`src/rtl/mem_port_arbiter.sv`:
```
// Round-robin arbiter sharing one memory port between I-cache refill and data port.
// Define MEM_ARB_TIMEOUT_EN to abort grants that see no i_MEM_ready within TIMEOUT_CYCLES.
module mem_port_arbiter #(
    parameter int XLEN           = 32,
    parameter int TIMEOUT_CYCLES = 256
) (
    input  logic            i_clk,
    input  logic            i_rst,
    input  logic            i_IC_DataReq,
    input  logic [XLEN-1:0] i_IC_Addr,
    output logic            o_IC_MemReady,
    output logic [XLEN-1:0] o_IC_DataBlock,
    input  logic            i_DM_MemRead,
    input  logic            i_DM_Wen,
    input  logic [XLEN-1:0] i_DM_Addr,
    input  logic [XLEN-1:0] i_DM_Wd,
    input  logic [2:0]      i_DM_f3,
    output logic            o_DM_data_ready,
    output logic [XLEN-1:0] o_DM_ReadData,
    output logic [XLEN-1:0] o_MEM_Addr,
    output logic [XLEN-1:0] o_MEM_Wd,
    output logic [2:0]      o_MEM_f3,
    output logic            o_MEM_Wen,
    output logic            o_MEM_Ren,
    input  logic            i_MEM_ready,
    input  logic [XLEN-1:0] i_MEM_ReadData,
    output logic            o_IC_err,
    output logic            o_DM_err,
    output logic            o_busy
);

    typedef enum logic [1:0] {
        IDLE  = 2'd0,
        GNT_I = 2'd1,
        GNT_D = 2'd2
    } state_t;

    if (TIMEOUT_CYCLES < 2) begin : g_bad_timeout
        $error("TIMEOUT_CYCLES must be >= 2");
    end

    state_t            state_q, state_d;
    logic              last_d_q, last_d_d;
    logic [XLEN-1:0]   addr_q, addr_d;
    logic [XLEN-1:0]   wd_q, wd_d;
    logic [2:0]        f3_q, f3_d;
    logic              wen_q, wen_d;
    logic              d_req, i_req;
    logic              done, tmo, rd_ok;

`ifdef MEM_ARB_TIMEOUT_EN
    localparam int CW = $clog2(TIMEOUT_CYCLES + 1);
    logic [CW-1:0] cnt_q, cnt_d;
`endif

    assign d_req  = i_DM_MemRead | i_DM_Wen;
    assign i_req  = i_IC_DataReq;
    assign o_busy = (state_q != IDLE);

    always_comb begin
        state_d         = state_q;
        last_d_d        = last_d_q;
        addr_d          = addr_q;
        wd_d            = wd_q;
        f3_d            = f3_q;
        wen_d           = wen_q;
        done            = 1'b0;
        tmo             = 1'b0;
        rd_ok           = 1'b0;
        o_MEM_Addr      = '0;
        o_MEM_Wd        = '0;
        o_MEM_f3        = '0;
        o_MEM_Wen       = 1'b0;
        o_MEM_Ren       = 1'b0;
        o_IC_MemReady   = 1'b0;
        o_IC_DataBlock  = '0;
        o_DM_data_ready = 1'b0;
        o_DM_ReadData   = '0;
        o_IC_err        = 1'b0;
        o_DM_err        = 1'b0;
`ifdef MEM_ARB_TIMEOUT_EN
        cnt_d           = '0;
`endif
        unique case (state_q)
            IDLE: begin
                // D wins a conflict unless it held the previous grant
                if (d_req && (!i_req || !last_d_q)) begin
                    state_d  = GNT_D;
                    last_d_d = 1'b1;
                    addr_d   = i_DM_Addr;
                    wd_d     = i_DM_Wd;
                    f3_d     = i_DM_f3;
                    wen_d    = i_DM_Wen;
                end else if (i_req) begin
                    state_d  = GNT_I;
                    last_d_d = 1'b0;
                    addr_d   = i_IC_Addr;
                    wd_d     = '0;
                    f3_d     = 3'b010;
                    wen_d    = 1'b0;
                end
            end
            GNT_I, GNT_D: begin
                o_MEM_Addr = addr_q;
                o_MEM_Wd   = wd_q;
                o_MEM_f3   = f3_q;
                o_MEM_Wen  = wen_q;
                o_MEM_Ren  = !wen_q;
`ifdef MEM_ARB_TIMEOUT_EN
                tmo   = !i_MEM_ready && (cnt_q == CW'(TIMEOUT_CYCLES - 1));
                cnt_d = cnt_q + 1'b1;
`endif
                done  = (i_MEM_ready || tmo) && !i_rst;
                rd_ok = i_MEM_ready && !i_rst;
                if (i_MEM_ready || tmo) begin
                    state_d = IDLE;
                end
                if (state_q == GNT_I) begin
                    o_IC_MemReady  = done;
                    o_IC_err       = tmo && !i_rst;
                    o_IC_DataBlock = rd_ok ? i_MEM_ReadData : '0;
                end else begin
                    o_DM_data_ready = done;
                    o_DM_err        = tmo && !i_rst;
                    o_DM_ReadData   = rd_ok ? i_MEM_ReadData : '0;
                end
            end
            default: state_d = IDLE;
        endcase
    end

    always_ff @(posedge i_clk) begin
        if (i_rst) begin
            state_q  <= IDLE;
            last_d_q <= 1'b0;
            addr_q   <= '0;
            wd_q     <= '0;
            f3_q     <= '0;
            wen_q    <= 1'b0;
`ifdef MEM_ARB_TIMEOUT_EN
            cnt_q    <= '0;
`endif
        end else begin
            state_q  <= state_d;
            last_d_q <= last_d_d;
            addr_q   <= addr_d;
            wd_q     <= wd_d;
            f3_q     <= f3_d;
            wen_q    <= wen_d;
`ifdef MEM_ARB_TIMEOUT_EN
            cnt_q    <= cnt_d;
`endif
        end
    end

endmodule

```
`config.mk`:
```
export PLATFORM = sky130hd
export DESIGN_NAME = mem_port_arbiter
export DESIGN_NICKNAME = d
export VERILOG_FILES = /design/src/rtl/mem_port_arbiter.sv
export SDC_FILE = /design/constraint.sdc
export NUM_CORES = 1
export LEC_CHECK = 0
export ABC_AREA = 1
export CAP_MARGIN = 20
export CORE_ASPECT_RATIO = 0.75
export CORE_MARGIN = 1
export CORE_UTILIZATION = 27
export DETAILED_ROUTE_END_ITERATION = 10
export GPL_ROUTABILITY_DRIVEN = 0
export SYNTH_ARGS = -nofsm -noshare
export SYNTH_HDL_FRONTEND = slang
export SYNTH_SLANG_ARGS = --single-unit
export TNS_END_PERCENT = 100
```
`constraint.sdc`:
```
create_clock -name i_clk -period 4.1 [get_ports i_clk]
set_input_delay 0.82 -clock i_clk [delete_from_list [all_inputs] [get_ports i_clk]]
set_output_delay 0.82 -clock i_clk [all_outputs]
set_load 0.03 [all_outputs]
```
Word-level counts from Yosys, hierarchy flattened
Index checks and enable logic that the tools add are counted.
{"block": "totals", "out_inout_bits": 138, "wordCells": 51, "regBits": 71, "inputBits": 137}
{"block": "op_classes", "n_reduce_logical": 13, "eq_ne": 4, "mux": 27, "bitwise_logic": 1}
{"op": "$mux 32", "n": 11}
{"op": "$mux 1", "n": 9}
{"op": "$mux 3", "n": 3}
{"op": "$mux 2", "n": 3}
{"op": "$logic_not 1->1", "n": 4}
{"op": "$pmux 2 s2", "n": 1}
{"op": "$reduce_and 2->1", "n": 2}
{"op": "$reduce_bool 2->1", "n": 2}
{"op": "$ne 3x3->1 const B", "n": 1}
{"op": "$eq 2x1->1 const B", "n": 1}
{"op": "$eq 2x2->1 const B", "n": 1}
{"op": "$logic_and 1x1->1", "n": 2}
{"op": "$logic_not 2->1", "n": 1}
{"op": "$ne 2x2->1 const B", "n": 1}
{"op": "$reduce_or 2->1", "n": 1}
{"op": "$logic_or 1x1->1", "n": 1}
{"op": "$or 1x1->1", "n": 1}

Logic depth before layout (Yosys ltp)
{"block": "depth", "word_depth": 5, "depth_mapped": 9, "depth_no_buf": 7}

Worst setup path after synthesis
No wires, ideal clock.
{"block": "synth_timing", "path_kind": "input -> output", "from": "in i_rst", "to": "out o_IC_DataBlock[20]", "path_slack_ns": 1.300, "required_ns": 3.280, "stages": 3, "path_buffers": 0, "arrival_time_ns": 1.980, "path_cell_list": "inv_1 -> nand2_1 -> nor4_1"}
{"block": "synth_via", "elab_chain_len": 5}
{"element": "from (decl)", "line_no": "8", "source": "input logic i_rst,"}
{"element": "$logic_not 1->1"}
{"element": "$logic_and 1x1->1", "line_no": "114", "source": "rd_ok = i_MEM_ready && !i_rst;"}
{"element": "$mux 32", "line_no": "121", "source": "o_IC_DataBlock = rd_ok ? i_MEM_ReadData : '0;"}
{"element": "$mux 32", "line_no": "118", "source": "if (state_q == GNT_I) begin"}
{"element": "$mux 32", "line_no": "84", "source": "unique case (state_q)"}
{"element": "to (decl)", "line_no": "12", "source": "output logic [XLEN-1:0] o_IC_DataBlock,"}
No other way between the ends.

Final worst setup path
{"block": "layout_timing", "from": "reg state_q[0]", "to": "out o_DM_ReadData[12]"}
{"block": "layout_via", "elab_chain_len": 3, "word_cells_on_any_way": 5, "cone_classes": "eq/ne: 2; mux: 2; reduce/logical: 1"}
{"element": "from (decl)", "line_no": "42", "source": "state_t state_q, state_d;"}
{"element": "from (signal assigned)", "line_no": "144", "source": "state_q <= state_d;"}
{"element": "$eq 2x1->1 / $eq 2x2->1 (equally long branches)", "line_no": "84, 118"}
{"element": "$mux 32 / $reduce_or 2->1 (equally long branches)", "line_no": "118, 84"}
{"element": "$mux 32 (*)", "line_no": "84"}
{"element": "to (decl)", "line_no": "19", "source": "output logic [XLEN-1:0] o_DM_ReadData,"}
Mark *: on every way between the ends. The rest lies on a longest branch, timed or not.

==> summary.md <==
| Metric | Value |
|---|---|
| Vias in the first global route | `between 4000 and 5000` |
| Number of top-level pins | `275` |
| Critical path capture point type | `primary output` |
| Synthesized area per cell | `approximately 5.7 um^2` |
| Reg area | `between 1000 and 1500 um^2` |
| F_max | `293.1 MHz` |
| GRT overflow | `0` |
| Mapped cell area | `4124 um^2` |
| Worst r2r src | `state_q[1]` |
| Max Buffers Root-to-Sink | `2` |
| #FFs+latches synth | `between 70 and 80` |
| Peak supply drop | `around 0.00022 V` |
| Synthesized netlist cell count | `between 700 and 800` |
| Post-synth cell types | `24` |
| Clock latency on the worst-skew pair | `around 340 ps` |
| Die W | `144.7 um` |
| Fillcell total | `approximately 1600` |
| All-Layer GR Usage | `18.19%` |
| Slew @ Worst Pin | `between 800 and 900 ps` |
| Worst setup endpoint | `o_DM_ReadData[12]` |
| Core area | `between 10000 and 15000 um^2` |
| Final setup margin | `687.7 ps` |
| DRC Markers | `0` |
| Reg2Reg Setup Slack | `~2000 ps` |
| Clk root buf | `clkbuf_16` |
| Status | `finished, final reports clean` |
| RR Endpoint | `addr_q[23]` |
| Post-CTS setup buffer count | `0` |
| Share of cells above drive strength 1 | `under 10%` |
| Placed instance area | `around 6900 um^2` |
| Top cells by area, synth | `dfxtp_1 (34%), nand2_1 (19%), inv_1 (13%)` |
| CP max FO | `33` |
| Static leakage | `~3.7 nW` |
| Total Nets Final | `about 1100` |
| Max Cap Violations | `0` |
| CTS tree | `built` |
| Post-synth top area cell | `dfxtp_1` |
| CP max stage delay | `roughly 680 ps` |
| Fin crit share | `a little over four fifths` |
| HPWL after DPL | `approximately 11 mm` |
| Pre-CTS setup slack | `roughly 720 ps` |
| Setup TNS | `0 ps` |
| Final Hold Viols | `0` |
| Final min period | `3412 ps` |
| First-pass DRT Iterations | `4` |
| Register area share after synthesis | `about a third` |
| Setup crit start | `state_q[0]` |
| WHS | `between 400 and 500 ps` |
| Final ANT Viol Nets | `0` |
| Iteration-0 DRC count of the detailed router | `slightly above 200` |
| Vias per cell | `between 4 and 5` |
| # diodes | `0` |
| Reg2Reg Depth | `8` |
| Unrepaired setup endpoints after global routing | `no` |
| CP Cell Sequence | `inv_1 > ha_2 > inv_1 > nor2_1 > nand2_1 > buf_4 > nor2_1 > clkdlybuf4s50_1` |
| Detailed-route wire length per cell | `between 10 and 15 um` |
| Clock-pin slew on the worst setup and hold paths | `~60 ps` |
| Initial antenna violation count | `0` |
| Slew HR | `about 44%` |
| Die Y | `around 110 um` |
| First-pass GRT wire length | `about 22 mm` |
| Worst Skew | `about 7.7 ps` |
| IO buf count | `about 270` |
| Area of the multi-input gates | `1916 um^2` |
| Final instance area | `a little over 7000 um^2` |
| Pwr dens | `roughly 350 nW/um^2` |
| Min-delay worst type | `flip-flop to flip-flop` |
| Crit path arrival time | `2590 ps` |
| DRT Wirelength | `14.69 mm` |
| Crit path max-delay cell type | `clkdlybuf4s50_1` |
| Num Clock Sinks | `71` |
| # rows | `38` |
| H-Tree Depth | `3` |
| Cts repair resizes | `0` |
| WP data required | `between 3000 and 4000 ps` |
| Slew Limit Fails | `0` |
| Endpoints failing setup | `0` |
| Initial core utilization | `roughly 28%` |
| Die area | `about 16000 um^2` |
| Hold buffers post-CTS | `0` |
| Largest net degree at the start of global routing | `66` |
| Yosys top cell area share | `34.47%` |
| Via count | `4824` |
| Startpoint Class | `flip-flop` |
| Yosys warning count | `0` |
| Crit path kind | `flip-flop to primary output` |
| Number of CTS-inserted buffers | `9` |
| P&R area growth vs syn | `76.21%` |
| Min-delay src | `state_q[1]` |
==> stage by stage <==
stage | util, % | power [mW] | cells
3_5_place_dp | 47.23 | 1.672 | 1157
2_1_floorplan | - | 1.341 | 722
5_1_grt | 49.46 | 2.662 | 1173
4_1_cts | 49.46 | 2.547 | 1173
6_report | 49.46 | 2.508 | 1173
3_3_place_gp | 47.23 | 1.671 | 1157
==> placed cells by master (no fill, tap or decap), types with 2 or more instances in the layout <==
master,n
a21oi_1,38
nor3_1,31
o21ai_0,21
bufinv_16,2
nand2_1,211
clkdlybuf4s50_1,234
inv_6,3
dfxtp_1,71
nor2_1,134
nand4_1,2
conb_1,2
inv_1,144
o21ai_1,12
buf_4,38
clkbuf_16,9
buf_12,9
==> worst max-delay path: cells and delay by family (launching register included) <==
kind	cells	cell delay [ps]
buffers and inverters	4	1090
adder cells (fa/ha/maj)	1	500
AND/OR/NAND/NOR	3	320
flip-flops	1	350
==> cells by family (layout without fill, tap and decap cells) <==
| family | count (synthesis) | count (layout) | share of synthesized area [%] |
|---|---|---|---|
| DFF | 71 | 71 | 34.47 |
| AOI/OAI and AO/OA | 72 | 72 | 8.829 |
| buffers and inverters | 191 | 442 | 19.42 |
| and+or+nand+nor | 384 | 384 | 36.59 |
| other | 1 | 2 | 0.09093 |
| adders and majority gates | 2 | 2 | 0.6067 |
==> power breakdown <==
part | leakage, nW | internal (mW) | switching [mW]
Clock | 0.157 | 0.540 | 0.320
Sequential | 0.588 | 0.780 | 0.0404
Combinational | 2.98 | 0.343 | 0.484
==> flip-flops by register name, indices dropped and copies added, names as in the netlist <==
| signal | flops |
|---|---|
| addr_q | 32 |
| f3_q | 3 |
| wd_q | 32 |
| wen_q | 1 |
| state_q | 2 |
| last_d_q | 1 |
==> area by class of cell <==
type	instances	area share [%]
Sequential cell	71	19.56
Tap cell	200	3.444
Timing Repair Buffer	281	38.64
Clock inverter	7	1.412
Inverter	145	7.490
Multi-Input combinational cell	460	26.36
Clock buffer	9	3.099
==> per-layer routing <==
metal	track usage [%]	wire length (um)
met5	0	0
met4	4.737	115
met3	6.368	1308
met2	32.80	7145
met1	20.29	6124
==> cell usage after synthesis (all sizes together) <==
library cell / number
nand3: 1
clkbuf: 19
o21ai: 34
conb: 1
nor3: 31
buf: 27
nand2: 213
ha: 2
a21oi: 38
inv: 145
nand4: 2
dfxtp: 71
nor4: 1
nor2: 136
==> worst min path at each step <==
stage	end	slack (ps)	cells past startpoint
2_1_floorplan	state_q[1]	440	2
3_3_place_gp	state_q[1]	450	2
3_5_place_dp	state_q[1]	450	2
4_1_cts	state_q[1]	460	2
5_1_grt	wd_q[25]	490	2
6_report	state_q[1]	460	2
Power figures use the tool's default switching activity.
